--- src/rtl/lb_pkg.sv ---
// Shared definitions for the local-bus slave fabric: FSM states, internal
// register offsets, status word layout and the default bad-data pattern.
package lb_pkg;

   // Read-path states: idle, or waiting for an external slave to answer
   typedef enum logic {
      ST_IDLE = 1'b0,
      ST_WAIT = 1'b1
   } state_t;

   // Byte offsets of the internal registers living in slot 0
   localparam logic [31:0] REG_ID      = 32'h0000_0000;
   localparam logic [31:0] REG_SCRATCH = 32'h0000_0004;
   localparam logic [31:0] REG_STATUS  = 32'h0000_0008;

   // Status word layout
   localparam int STAT_TCNT_LSB = 0;
   localparam int STAT_IRQ_BIT  = 16;
   localparam int STAT_OVL_LSB  = 24;

   // Writing this bit of the status register clears the sticky flag and counters
   localparam int STAT_CLR_BIT  = 0;

   // Pattern returned when a read cannot be served by any slave
   localparam logic [31:0] BAD_DATA_DEFAULT = 32'hDEADBEEF;

   // Assemble the status word from its fields
   function automatic logic [31:0] packStatus(input logic [7:0]  overlapCnt,
                                              input logic        irq,
                                              input logic [15:0] timeoutCnt);
      logic [31:0] s;
      s = '0;
      s[STAT_OVL_LSB +: 8]   = overlapCnt;
      s[STAT_IRQ_BIT]        = irq;
      s[STAT_TCNT_LSB +: 16] = timeoutCnt;
      return s;
   endfunction

endpackage

--- src/rtl/lb_rd_timer.sv ---
// Loadable down-counter used to bound how long an external read may wait
// for its slave. It counts only while running and flags expiry at zero.
module lb_rd_timer #(
   parameter int W = 16
) (
   input  logic         clock_i,
   input  logic         reset_i,
   input  logic         load_i,
   input  logic         run_i,
   input  logic [W-1:0] loadVal_i,
   output logic         expire_o
);

   logic [W-1:0] count_q;

   // Load on request, otherwise step down toward zero while the read waits
   always_ff @(posedge clock_i or posedge reset_i) begin
      if (reset_i) begin
         count_q <= '0;
      end else if (load_i) begin
         count_q <= loadVal_i;
      end else if (run_i && (count_q != '0)) begin
         count_q <= count_q - 1'b1;
      end
   end

   assign expire_o = run_i && (count_q == '0);

endmodule

--- src/rtl/lb_slave_mux.sv ---
// Local-bus fabric: decodes the host address into an internal register slot
// and N external slave slots, registers the slave strobes, and returns read
// data to the host, aborting external reads that are never answered.
module lb_slave_mux
   import lb_pkg::*;
#(
   parameter int          N_SLAVES    = 4,
   parameter int          SLOT_LSB    = 16,
   parameter int          SLOT_BITS   = 4,
   parameter int          TIMEOUT_CYC = 255,
   parameter logic [31:0] ID_VALUE    = 32'h53554D50,
   parameter logic [31:0] BAD_DATA    = BAD_DATA_DEFAULT
) (
   input  logic                     clk_lb,
   input  logic                     reset,
   input  logic                     lb_wr,
   input  logic                     lb_rd,
   input  logic [31:0]              lb_addr,
   input  logic [31:0]              lb_wr_d,
   output logic [31:0]              lb_rd_d,
   output logic                     lb_rd_rdy,
   output logic [N_SLAVES-1:0]      sl_cs,
   output logic                     sl_wr,
   output logic                     sl_rd,
   output logic [SLOT_LSB-1:0]      sl_addr,
   output logic [31:0]              sl_wr_d,
   input  logic [32*N_SLAVES-1:0]   sl_rd_d,
   input  logic [N_SLAVES-1:0]      sl_rd_rdy,
   output logic                     timeout_irq
);

   localparam logic [SLOT_BITS-1:0] LAST_SLOT   = SLOT_BITS'(N_SLAVES);
   localparam logic [SLOT_LSB-1:0]  OFF_ID      = SLOT_LSB'(REG_ID);
   localparam logic [SLOT_LSB-1:0]  OFF_SCRATCH = SLOT_LSB'(REG_SCRATCH);
   localparam logic [SLOT_LSB-1:0]  OFF_STATUS  = SLOT_LSB'(REG_STATUS);

   state_t                state_q;
   logic [N_SLAVES-1:0]   selOh_q;
   logic                  rdRdy_q;
   logic [31:0]           rdData_q;
   logic                  slWr_q;
   logic                  slRd_q;
   logic [N_SLAVES-1:0]   slCs_q;
   logic [SLOT_LSB-1:0]   slAddr_q;
   logic [31:0]           slWrData_q;
   logic [31:0]           scratch_q;
   logic [15:0]           timeoutCnt_q;
   logic [7:0]            overlapCnt_q;
   logic                  timeoutIrq_q;

   logic                  slWr_d;
   logic                  slRd_d;
   logic [N_SLAVES-1:0]   slCs_d;
   logic [SLOT_LSB-1:0]   slAddr_d;
   logic [31:0]           slWrData_d;

   logic [SLOT_BITS-1:0]  slot;
   logic [SLOT_LSB-1:0]   offset;
   logic                  isInt;
   logic                  isExt;
   logic [N_SLAVES-1:0]   slotOh;
   logic [31:0]           regRdData;
   logic                  selReady;
   logic [31:0]           selData;
   logic                  tmrExpire;
   logic                  statusClear;
   logic                  timeoutEvent;
   logic                  overlapEvent;
   logic                  unusedAddrBits;

   assign slot           = lb_addr[SLOT_LSB+SLOT_BITS-1:SLOT_LSB];
   assign offset         = lb_addr[SLOT_LSB-1:0];
   assign isInt          = (slot == '0);
   assign isExt          = (slot != '0) && (slot <= LAST_SLOT);
   assign unusedAddrBits = ^lb_addr[31:SLOT_LSB+SLOT_BITS];

   // One-hot select for the addressed external slot; zero for slot 0 or unmapped slots
   always_comb begin
      slotOh = '0;
      for (int k = 0; k < N_SLAVES; k++) begin
         slotOh[k] = (slot == SLOT_BITS'(k + 1));
      end
   end

   // Internal register read mux; unknown offsets read as zero
   always_comb begin
      regRdData = '0;
      if (offset == OFF_ID) begin
         regRdData = ID_VALUE;
      end else if (offset == OFF_SCRATCH) begin
         regRdData = scratch_q;
      end else if (offset == OFF_STATUS) begin
         regRdData = packStatus(overlapCnt_q, timeoutIrq_q, timeoutCnt_q);
      end
   end

   // Pick the ready pulse and data slice of the slave that owns the pending read
   always_comb begin
      selReady = 1'b0;
      selData  = '0;
      for (int k = 0; k < N_SLAVES; k++) begin
         if (selOh_q[k]) begin
            selReady = sl_rd_rdy[k] && (state_q == ST_WAIT);
            selData  = sl_rd_d[32*k +: 32];
         end
      end
   end

   // Next values of the slave strobes; write and read share the same address, so one select serves both
   always_comb begin
      slWr_d     = lb_wr && isExt;
      slRd_d     = lb_rd && isExt && (state_q == ST_IDLE);
      slCs_d     = (slWr_d || slRd_d) ? slotOh : '0;
      slAddr_d   = (slWr_d || slRd_d) ? offset : '0;
      slWrData_d = slWr_d ? lb_wr_d : '0;
   end

   // Event qualifiers feeding the status counters
   always_comb begin
      statusClear  = lb_wr && isInt && (offset == OFF_STATUS) && lb_wr_d[STAT_CLR_BIT];
      timeoutEvent = (state_q == ST_WAIT) && !selReady && tmrExpire;
      overlapEvent = (state_q == ST_WAIT) && lb_rd;
   end

   lb_rd_timer #(
      .W (16)
   ) uTimer (
      .clock_i   (clk_lb),
      .reset_i   (reset),
      .load_i    (slRd_d),
      .run_i     (state_q == ST_WAIT),
      .loadVal_i (16'(TIMEOUT_CYC)),
      .expire_o  (tmrExpire)
   );

   // Register the one-cycle slave strobes so they are idle-zero between transfers
   always_ff @(posedge clk_lb or posedge reset) begin
      if (reset) begin
         slWr_q     <= 1'b0;
         slRd_q     <= 1'b0;
         slCs_q     <= '0;
         slAddr_q   <= '0;
         slWrData_q <= '0;
      end else begin
         slWr_q     <= slWr_d;
         slRd_q     <= slRd_d;
         slCs_q     <= slCs_d;
         slAddr_q   <= slAddr_d;
         slWrData_q <= slWrData_d;
      end
   end

   // Read FSM: answer local and unmapped reads at once, otherwise wait for the slave or the timer
   always_ff @(posedge clk_lb or posedge reset) begin
      if (reset) begin
         state_q  <= ST_IDLE;
         selOh_q  <= '0;
         rdRdy_q  <= 1'b0;
         rdData_q <= '0;
      end else begin
         rdRdy_q  <= 1'b0;
         rdData_q <= '0;
         case (state_q)
            ST_IDLE: begin
               if (lb_rd) begin
                  if (isInt) begin
                     rdRdy_q  <= 1'b1;
                     rdData_q <= regRdData;
                  end else if (!isExt) begin
                     rdRdy_q  <= 1'b1;
                     rdData_q <= BAD_DATA;
                  end else begin
                     selOh_q <= slotOh;
                     state_q <= ST_WAIT;
                  end
               end
            end
            ST_WAIT: begin
               if (selReady) begin
                  rdRdy_q  <= 1'b1;
                  rdData_q <= selData;
                  selOh_q  <= '0;
                  state_q  <= ST_IDLE;
               end else if (tmrExpire) begin
                  rdRdy_q  <= 1'b1;
                  rdData_q <= BAD_DATA;
                  selOh_q  <= '0;
                  state_q  <= ST_IDLE;
               end
            end
            default: begin
               state_q <= ST_IDLE;
            end
         endcase
      end
   end

   // Scratch register, sticky timeout flag and saturating event counters; a clear write takes priority
   always_ff @(posedge clk_lb or posedge reset) begin
      if (reset) begin
         scratch_q    <= '0;
         timeoutCnt_q <= '0;
         overlapCnt_q <= '0;
         timeoutIrq_q <= 1'b0;
      end else begin
         if (lb_wr && isInt && (offset == OFF_SCRATCH)) begin
            scratch_q <= lb_wr_d;
         end
         if (statusClear) begin
            timeoutCnt_q <= '0;
            overlapCnt_q <= '0;
            timeoutIrq_q <= 1'b0;
         end else begin
            if (timeoutEvent) begin
               timeoutIrq_q <= 1'b1;
               if (timeoutCnt_q != 16'hFFFF) begin
                  timeoutCnt_q <= timeoutCnt_q + 16'd1;
               end
            end
            if (overlapEvent && (overlapCnt_q != 8'hFF)) begin
               overlapCnt_q <= overlapCnt_q + 8'd1;
            end
         end
      end
   end

   assign lb_rd_rdy   = rdRdy_q;
   assign lb_rd_d     = rdData_q;
   assign sl_wr       = slWr_q;
   assign sl_rd       = slRd_q;
   assign sl_cs       = slCs_q;
   assign sl_addr     = slAddr_q;
   assign sl_wr_d     = slWrData_q;
   assign timeout_irq = timeoutIrq_q;

endmodule

--- config.mk ---
export PLATFORM = sky130hd
export DESIGN_NAME = lb_slave_mux
export DESIGN_NICKNAME = d
export VERILOG_FILES = /design/src/rtl/lb_pkg.sv /design/src/rtl/lb_rd_timer.sv /design/src/rtl/lb_slave_mux.sv
export SDC_FILE = /design/constraint.sdc
export NUM_CORES = 1
export LEC_CHECK = 0
export CORE_MARGIN = 2
export CORE_UTILIZATION = 31
export CTS_CLUSTER_DIAMETER = 120
export DETAILED_ROUTE_END_ITERATION = 10
export GPL_ROUTABILITY_DRIVEN = 0
export GPL_TIMING_DRIVEN = 1
export SYNTH_ARGS = -nofsm -noshare
export SYNTH_HDL_FRONTEND = slang
export SYNTH_SLANG_ARGS = --single-unit
--- constraint.sdc ---
create_clock -name clk_lb -period 15.6 [get_ports clk_lb]
set_input_delay 1.56 -clock clk_lb [delete_from_list [all_inputs] [get_ports clk_lb]]
set_output_delay 1.56 -clock clk_lb [all_outputs]
set_load 0.005 [all_outputs]
## After elaboration in Yosys (flattened, before gate mapping)

Cells that the tools add are included.

- Muxes and demuxes: 47
- Equal/unequal tests: 12
- Add/sub/neg operators: 3
- Reductions and logical operators: 31
- $lt $le $gt $ge: 1
- Bitwise operators: 1

Operators by type and width:

| cell | count |
|---|---|
| $mux 32 | 13 |
| $mux 16 | 6 |
| $pmux 32 s2 | 1 |
| $logic_not 16->1 | 2 |
| $mux 4 | 6 |
| $logic_and 1x1->1 | 18 |
| $add 16x1->16 const B | 1 |
| $eq 16x3->1 const B | 1 |
| $eq 16x4->1 const B | 1 |
| $mux 1 | 16 |
| $mux 8 | 2 |
| $ne 16x16->1 const B | 1 |
| $reduce_bool 16->1 | 1 |
| $sub 16x1->16 const B | 1 |
| $add 8x1->8 const B | 1 |
| $eq 4x2->1 const B | 2 |
| $ne 8x8->1 const B | 1 |
| $pmux 4 s2 | 1 |
| $reduce_bool 2->1 | 4 |
| $ne 2x2->1 const B | 3 |
| $eq 4x1->1 const B | 1 |
| $eq 4x3->1 const B | 1 |
| $le 4x3->1 const B | 1 |
| $logic_not 4->1 | 1 |
| other kinds (8) | 9 |

- Word-level logic and storage cells: 109
- Output and inout bits: 88
- Register bits after elaboration: 165
- Bits of input ports: 200

## Longest topological paths before layout

Gate-level depths: netlist (run 1).

- Word-level depth: 10
- Depth in mapped cells: 9
- Depth with buffers taken out: 7

## Hierarchy

Synthesis (run 1) repeated with hierarchy kept, for this count alone.

- Cell total of the unflattened synthesis: 837
- Area total of the unflattened synthesis: 8401.8 um^2

By module, submodules not included:

| module | area an instance (um^2) | cells each | times used |
|---|---|---|---|
| lb_slave_mux | 7338.3 | 715 | 1 |
| lb_rd_timer | 1063.5 | 122 | 1 |

## Worst setup path after synthesis (run 1)

OpenSTA, ideal clock, no wires.

- Kind: input to register
- Start point: input port lb_addr[13]
- End point: register timeoutCnt_q[6]
- Stages: 6
- Buffers on the path: 1
- Path slack: 12.256 ns
- Arrival: 3.210 ns
- Path through: nor4_1 -> nand4_1 -> nor3b_2 -> nor2b_1 -> buf_2 -> a21oi_1

- Word-level cells in the longest chain between the ends: 5
- Elaborated cells on any way between the ends: 7

Ends and longest elaborated chain:

| item | RTL line | RTL |
|---|---|---|
| start, declared | lb_slave_mux.sv:18 | `input logic [31:0] lb_addr,` |
| $eq 16x4->1 * | lb_slave_mux.sv:120 | `statusClear = lb_wr && isInt && (offset == OFF_STATUS) && lb_wr_d[STAT_CLR_BIT];` |
| $logic_and 1x1->1 * (2 in a row) | lb_slave_mux.sv:120 |  |
| $reduce_bool 2->1 (no line) | - |  |
| $reduce_and 2->1 (no line) | - |  |
| end signal, assigned | lb_slave_mux.sv:217 | `timeoutCnt_q <= timeoutCnt_q + 16'd1;` |
| end, declared | lb_slave_mux.sv:47 | `logic [15:0] timeoutCnt_q;` |

Every way passes the cells marked *; elsewhere a longest branch is shown, timed or not.
A chain may end at the register's enable or synchronous reset.

## Final worst setup path (run 1)

- Start point: input port lb_addr[13]
- End point: register scratch_q[17]

- Word-level cells in the longest chain between the ends: 2

Ends and longest elaborated chain:

| item | RTL line | RTL |
|---|---|---|
| $eq 16x3->1 | lb_slave_mux.sv:206 | `if (lb_wr && isInt && (offset == OFF_SCRATCH)) begin` |
| $logic_and 1x1->1 | lb_slave_mux.sv:206 |  |
| end signal, assigned | lb_slave_mux.sv:207 | `scratch_q <= lb_wr_d;` |
| end, declared | lb_slave_mux.sv:46 | `logic [31:0] scratch_q;` |

No other way between the ends.

==> results of run 1 <==
==> through the flow <==
step           std cells  cell area [sq um]  hold slack, ps  power [W]  worst slack [ps]
6_report            1369              11700             489    0.00150             10770
5_1_grt             1369              11700             517    0.00157             10500
4_1_cts             1369              11700             490    0.00151             10720
3_5_place_dp        1337              11200             476    0.00109             10280
3_3_place_gp        1337              11200             475    0.00109             10310
2_1_floorplan        768               8110             449   0.000834              9580
==> layout by cell type, fill, tap and decap left out, types with 10 or more instances in the layout <==
cell and count:
a211o_1 13, clkdlybuf4s50_1 275, nand2b_1 13, a221oi_1 16, nand2_1 29, o211ai_1 15
clkbuf_16 17, o21ai_0 20, inv_1 16, buf_4 12, a21oi_1 49, o221ai_1 14
nand3_1 25, dfrtp_1 165, nand4_1 11, mux2i_1 21, a221o_1 26, o22ai_1 12
nor2_1 46, and2_1 32, nor3_1 16, mux2_2 32, nor4_1 10, nor2b_1 28
==> critical path: cells and delay by family <==
family                 cells  cell delay [ps]
AND/OR/NAND/NOR            3             2530
multiplexers               1              600
buffers and inverters      1              430
==> metal layers <==
metal | routed length, microns | global-route usage
met5 | 13 | 0
met2 | 14600 | 0.359
met1 | 12400 | 0.266
met4 | 448 | 0.0423
met3 | 2050 | 0.0638
==> state kept, by name (all words and copies together), names as in the netlist, 4 cells and up <==
register and count:
overlapCnt_q 8, sl_cs 4, scratch_q 32, sl_addr 16, lb_rd_d 32, sl_wr_d 32, uTimer.count_q 16, selOh_q 4
timeoutCnt_q 16
==> logic make-up (layout without fill, tap and decap cells) <==
family | after synthesis | count (layout) | synth area share
AND/OR/NAND/NOR | 259 | 259 | 0.179
AO/OA/AOI/OAI | 207 | 207 | 0.188
flip-flops | 165 | 165 | 0.509
buffers and inverters | 70 | 336 | 0.0364
multiplexers | 53 | 53 | 0.0704
XOR/XNOR | 10 | 10 | 0.0108
adder cells (fa/ha/maj) | 4 | 4 | 0.00617
==> worst paths after layout <==
check	to	depth (start not counted)
setup / recovery	scratch_q[17]	5
hold / removal	uTimer.count_q[15]	1
setup reg to reg	timeoutCnt_q[10]	7
hold reg to reg	uTimer.count_q[15]	1
max in group asynchronous	scratch_q[5]	4
min in group asynchronous	sl_addr[10]	2
==> layout make-up <==
cell class | instances | area share
Multi-Input combinational cell | 533 | 0.315
Timing Repair Buffer | 287 | 0.242
Tap cell | 335 | 0.0357
Sequential cell | 165 | 0.352
Clock inverter | 14 | 0.0116
Inverter | 17 | 0.00586
Clock buffer | 18 | 0.0374
==> power by group <==
group	internal (W)	switching, W	leakage, nW
combinational	0.000253	0.000298	2.49
clock	0.000216	0.000197	0.275
sequential	0.000482	0.0000477	2.16
total	0.000952	0.000543	4.93
==> flow_summary.ini, run 1 <==
[clock_network]
clk_latency_ps = 440
cts_tree = yes
numCtsBuffers = 17
post_cts_resized = 0
cts_setup_buffers = 0
htreeDepth = 4
clock_sinks = 165
ctsLongestPathBuffers = 2
path_clk_slew_ps = 70
postCtsHoldBufs = 0
root_buffer = clkbuf_16

[layout]
layout.nets = 1225
syn_to_final_growth_pct = 44.8
n_fill_cell = 2437
multi_input_area_sq_um = 3700
final_util = 0.454
insertedDiodeCount = 0
post_route_cells_drive_above_1_share = 0.0861
seqCellArea_sq_um = 4130

[yosys]
synth_nets = 972
yosys.cell_count.top_type = dfrtp_1
ys_warn_count = 0
synthTopCellsByArea = dfrtp_1, mux2_2, a221o_1
ys_async_sr_fraction = 1.00
synth_seq_cells = 165
synth_cell_types = 66
synth_commonest_cells = dfrtp_1, a21oi_1, nor2_1
synthDominantCellAreaShare = 0.509
synth-edff-count = 0
synth_top_cell_by_area = dfrtp_1
synth_ff_type = dfrtp_1
postSynthCellCount = 768
synth_area_per_cell_sq_um = 10.6
yosysSeqAreaShare = 0.509
syn_area_sq_um = 8110

[run_status]
outcome = complete, no violations

[run]
timing.max_cap.violations = 0

[min_path]
min-delay-path-class = flop to flop
min_from = uTimer.count_q[15]

[grt]
antenna_found_initial = 1
grt_pass1_wl_microns = 44200
grt-ovfl-total = 0
grt_max_degree = 70
grt_use_total = 0.211
grt_pass1_vias = 7155

[timing]
relSlewSlack = 0.251
fmax_ghz = 0.207
clock_skew_ps = 7.12
fin_crit_sh = 0.309
worst_slew_pin_slew_ps = 1120
fin_crit_ps = 4830
final.setup.tns_ps = 0
finalMaxSlewViolations = 0
finalHoldViolCount = 0
setup_viol = 0
rsz0062_at_grt = false

[die]
io_pins = 288
core_area_sq_um = 25800
dieHeight_microns = 166
dieArea_sq_um = 27500
start_util = 0.314
dieWidth_microns = 166
rows = 59

[setup_path]
cp.arrival_ps = 5140
startpoint = lb_addr[13]
r2r-start = uTimer.count_q[0]
critPathKind = input port to flop
critPathMaxFanout = 32
regToRegSetupSlack_ps = 12520
cp_cell_sequence = clkdlybuf4s50_1, nor4_1, and4_1, nand3_2, mux2_2
cp-start-kind = input port
critPathRequiredTime_ps = 15910
critical_path.endpoint_type = flop
slowest_delay_ps = 970
crit_slowest_cell = and4_1

[detailed_routing]
viasPerCell = 5.36
wl_per_cell_microns = 21.5
first_pass_iters = 5
drt_iter0_drc = 461
post-route-drc-count = 0
ant_nets = 0
finalWirelength_microns = 29500
num_vias = 7342

[power]
ir_worst_vdd_uv = 79.2
power.leakage_nw = 4.93
power_density_nw_per_um2 = 127

[place]
io_buffers = 275
hpwl_microns = 21200
(Power assumes the default switching activity.)
==> run 2, diff against run 1 <==
clock period = 4.47 ns   (was 15.6 ns; I/O delays follow)
==> run 2 against run 1 <==
Compared with the run above:
- clock power grew to 3.6 times the previous value
- global-route usage is 0.41 points higher
- core utilization rose by 0.16 points
- critical path type is now flop to flop
- critical endpoint is now lb_rd_d[7]
==> flow_summary.ini, run 2 (same netlist as run 1, synthesis figures left out) <==
[setup_path]
cp_cell_sequence = or2_4, a221oi_1, nor2_2, buf_4, mux2i_1, a211o_1
crit_slowest_cell = dfrtp_1
critPathBufInv = 1
critPathRequiredTime_ps = 4780
cp-start-kind = flop
cp.arrival_ps = 3650
critPathKind = flop to flop
slowest_delay_ps = 1110
critPathMaxFanout = 30
critical_path.endpoint_type = flop
crit_family = simple AND/OR/NAND/NOR gates

[power]
power_density_nw_per_um2 = 447
power.leakage_nw = 4.94
pwr-share-comb = 0.362
internal-power_w = 0.00338
switchingPower_w = 0.00189
power.share.clock = 0.280
seqPwrFrac = 0.358
total_power_w = 0.00527
switching_share = 0.359
ir_worst_vdd_uv = 323

[detailed_routing]
first_pass_iters = 5
wl_per_cell_microns = 21.7
num_vias = 7292
ant_nets = 0
drt_iter0_drc = 604
viasPerCell = 5.32
post-route-drc-count = 0
finalWirelength_microns = 29800

[timing]
holdWs_ps = 478
worst_slew_pin_slew_ps = 1180
fin_crit_ps = 3330
finalHoldViolCount = 0
final.setup.tns_ps = 0
fmax_ghz = 0.300
relSlewSlack = 0.208
fin_crit_sh = 0.745
finalMaxSlewViolations = 0
clock_skew_ps = 11.8
rsz0062_at_grt = false
setup_viol = 0

[clock_network]
path_clk_slew_ps = 70
htreeDepth = 4
clock_sinks = 165
ctsLongestPathBuffers = 2
cts_tree = yes
postCtsHoldBufs = 0
numCtsBuffers = 17
clk_latency_ps = 430
root_buffer = clkbuf_16
cts_setup_buffers = 0
post_cts_resized = 0

[run]
timing.max_cap.violations = 0

[die]
dieArea_sq_um = 27500
rows = 59
core_area_sq_um = 25800
dieHeight_microns = 166
io_pins = 288
dieWidth_microns = 166
start_util = 0.314

[layout]
layout_common_cells = clkdlybuf4s50_1, dfrtp_1, a21oi_1
insertedDiodeCount = 0
post_route_cells_drive_above_1_share = 0.0869
syn_to_final_growth_pct = 45.3
final_cells = 1371
layout.nets = 1227
mostFrequentLayoutCell = clkdlybuf4s50_1
final_util = 0.456

[place]
hpwl_microns = 21400
io_buffers = 275
placed_cells = 1339

[min_path]
min-delay-path-class = input port to async pin

[grt]
grt_pass1_wl_microns = 45100
antenna_found_initial = 1
grt_max_degree = 138
grt_use_total = 0.215
grt-ovfl-total = 0
grt_pass1_vias = 7386

[run_status]
outcome = complete, no violations
[run 2: worst register-to-register path: cells and delay by family (launching register included)]
| kind | cells | cell delay [ps] |
|---|---|---|
| compound gates | 2 | 430 |
| mux | 1 | 100 |
| simple gates | 2 | 1250 |
| flops | 1 | 1110 |
| buf+inv | 1 | 340 |
[run 2: power groups by stage]
| stage | Combinational, W | Sequential, W | Clock [W] |
|---|---|---|---|
| global route | 0.00205 | 0.00191 | 0.00159 |
| CTS | 0.00191 | 0.00188 | 0.00152 |
| global placement | 0.00190 | 0.00191 | 0 |
| floorplan | 0.00109 | 0.00182 | 0 |
| finish | 0.00190 | 0.00189 | 0.00148 |
| detailed placement | 0.00190 | 0.00191 | 0 |
[run 2: routing by layer]
layer | track usage | up-vias | part of all wire
met5 | 0 | - | 0.00044
met4 | 0.0612 | 2 | 0.017
met3 | 0.0557 | 31 | 0.061
met2 | 0.366 | 270 | 0.50
met1 | 0.271 | 3581 | 0.42
li1 | - | 3408 | -
[run 2: stage by stage]
stage	instance area [sq um]	setup slack, ps
final	11800	1140
after global routing	11800	1010
after CTS	11800	1200
after detailed placement	11200	1200
after global placement	11200	1220
after floorplan	8110	1920
[run 2: cell type report]
class / instances / area [sq um]
Clock buffer: 18 / 429
Clock inverter: 14 / 163
Fill cell: 2481 / 14100
Inverter: 17 / 67.6
Multi-Input combinational cell: 533 / 3700
Sequential cell: 165 / 4130
Tap cell: 335 / 419
Timing Repair Buffer: 289 / 2870
[run 2: worst paths after layout]
path,startpoint,end,slack (ps),cells after the start
worst max-delay path,selOh_q[2],lb_rd_d[7],1140,6
worst min-delay path,reset,sl_wr_d[24],480,2
worst max register to register,selOh_q[2],lb_rd_d[7],1140,6
worst min register to register,uTimer.count_q[15],uTimer.count_q[15],490,1
max in group asynchronous,reset,sl_wr_d[27],2820,3
min in group clk_lb,uTimer.count_q[15],uTimer.count_q[15],490,1
==> run 3, diff against run 2 <==
clock period = 2.7 ns   (was 4.47 ns; I/O delays follow)
==> run 3 against run 2 <==
Compared with the run above:
- core utilization rose by 1.3 points
- cell area rose by 2.9%
- combinational power rose by 77%
- sequential cell count did not move
- clock skew rose by 5.2 ps
- global-route usage rose by 0.074 points
- routed wire length fell by 0.22%
- clock power rose by 63%
- non-clock buffer count rose by 43
- sequential share of layout area fell by 0.98 points
- hold slack got worse by 290 ps
- maximum frequency rose by 35%
- highest routed layer unchanged
==> flow_summary.ini, run 3 (same netlist as run 1, synthesis figures left out) <==
[run_status]
outcome = complete, no violations

[detailed_routing]
drt_iter0_drc = 342
ant_nets = 0
first_pass_iters = 4
wl_per_cell_microns = 21.0
post-route-drc-count = 0
finalWirelength_microns = 29700
viasPerCell = 5.29
num_vias = 7480

[layout]
syn_to_final_growth_pct = 49.5
n_fill_cell = 2502
layout.nets = 1270
mostFrequentLayoutCell = clkdlybuf4s50_1
seqCellArea_sq_um = 4130
multi_input_area_sq_um = 3700
layout_common_cells = clkdlybuf4s50_1, dfrtp_1, buf_4
post_route_cells_drive_above_1_share = 0.124

[clock_network]
htreeDepth = 4
post_cts_resized = 0
root_buffer = clkbuf_16
clock_sinks = 165
path_clk_slew_ps = 70
ctsLongestPathBuffers = 2
cts_tree = yes
postCtsHoldBufs = 0
cts_setup_buffers = 0
clk_latency_ps = 430
numCtsBuffers = 17

[setup_path]
critPathMaxFanout = 6
regToRegSetupSlack_ps = 230
cp-start-kind = flop
r2r-start = uTimer.count_q[0]
slowest_delay_ps = 540
cp.arrival_ps = 2820
critPathKind = flop to flop
crit_slowest_cell = nor4_1
startpoint = uTimer.count_q[0]
critical_path.endpoint_type = flop
critPathRequiredTime_ps = 3050
cp_cell_sequence = inv_1, ha_1, nor4b_1, buf_4, and3_1, nand3_1, nor4_1, mux2i_1

[grt]
antenna_found_initial = 3
grt_pass1_vias = 7768
grt_pass1_wl_microns = 45700
grt-ovfl-total = 0
grt_max_degree = 64
grt_use_total = 0.216

[timing]
finalHoldViolCount = 0
fmax_ghz = 0.405
rsz0062_at_grt = false
final.setup.tns_ps = 0
fin_crit_sh = 0.914
worst_slew_pin_slew_ps = 1270
finalMaxSlewViolations = 0
setup_viol = 0
clock_skew_ps = 17.1
relSlewSlack = 0.153
fin_crit_ps = 2470

[run]
timing.max_cap.violations = 0

[power]
power_density_nw_per_um2 = 726
power.leakage_nw = 5.17
ir_worst_vdd_uv = 380
total_power_w = 0.00879

[die]
core_area_sq_um = 25800
io_pins = 288
start_util = 0.314
dieWidth_microns = 166
rows = 59
dieHeight_microns = 166
dieArea_sq_um = 27500

[min_path]
min-delay-path-class = input port to async pin

[place]
io_buffers = 275
hpwl_microns = 22600
-- run 3: cell types whose count changed in the layout (fill, tap and decap cells not counted) --
cell and change:
inv_6 +2, clkinvlp_4 -2, bufinv_16 -1, buf_4 +42
clkinv_4 +1, diode_2 +1, clkinv_8 +2, clkbuf_8 +1
inv_8 -2, buf_12 +1, clkbuf_1 -1
-- run 3: path summary, 6_finish.rpt --
check,to,depth (start not counted)
max,timeoutCnt_q[10],8
min reg2reg,uTimer.count_q[15],1
max reg2reg,timeoutCnt_q[10],8
min,sl_addr[11],2
max in group asynchronous,selOh_q[1],3
min in group clk_lb,sl_addr[13],2
-- run 3: final cells by class --
cell class / instances / area share
timing repair buffer: 332 / 0.265
clock buffer: 18 / 0.0362
clock inverter: 14 / 0.0127
sequential: 165 / 0.341
multi-input combinational: 533 / 0.305
inverter: 17 / 0.00558
antenna: 1 / 0.000207
tap: 335 / 0.0346
-- run 3: power breakdown --
| part | internal (W) | total [W] | switching [W] | leakage, nW |
|---|---|---|---|---|
| registers | 0.00279 | 0.00303 | 0.000238 | 2.16 |
| logic | 0.00160 | 0.00336 | 0.00176 | 2.72 |
| clock network | 0.00126 | 0.00241 | 0.00115 | 0.288 |
-- run 3: critical path: cells and delay by family (launching register included) --
| kind | cells | cell delay, ps |
|---|---|---|
| adder cells (fa/ha/maj) | 1 | 160 |
| AND/OR/NAND/NOR | 4 | 1280 |
| buffers and inverters | 2 | 310 |
| flip-flops | 1 | 410 |
| multiplexers | 1 | 240 |
-- run 3: layer usage --
layer,part of all wire,vias to the layer above,GRT usage
met2,0.50,259,0.372
met1,0.41,3688,0.263
met3,0.064,39,0.0597
met5,0.0013,-,0
met4,0.023,6,0.0647
li1,-,3488,-
-- run 3: per-stage QoR --
stage | utilization | cell area [sq um] | setup WS, ps | instances | hold WS [ps]
finish | 0.469 | 12100 | 231 | 1415 | 191
floorplan | - | 8110 | 331 | 768 | 340
CTS | 0.469 | 12100 | 268 | 1414 | 187
global route | 0.469 | 12100 | 41.3 | 1414 | 202
global placement | 0.446 | 11500 | -40.9 | 1382 | 479
detailed placement | 0.446 | 11500 | -54.2 | 1382 | 487
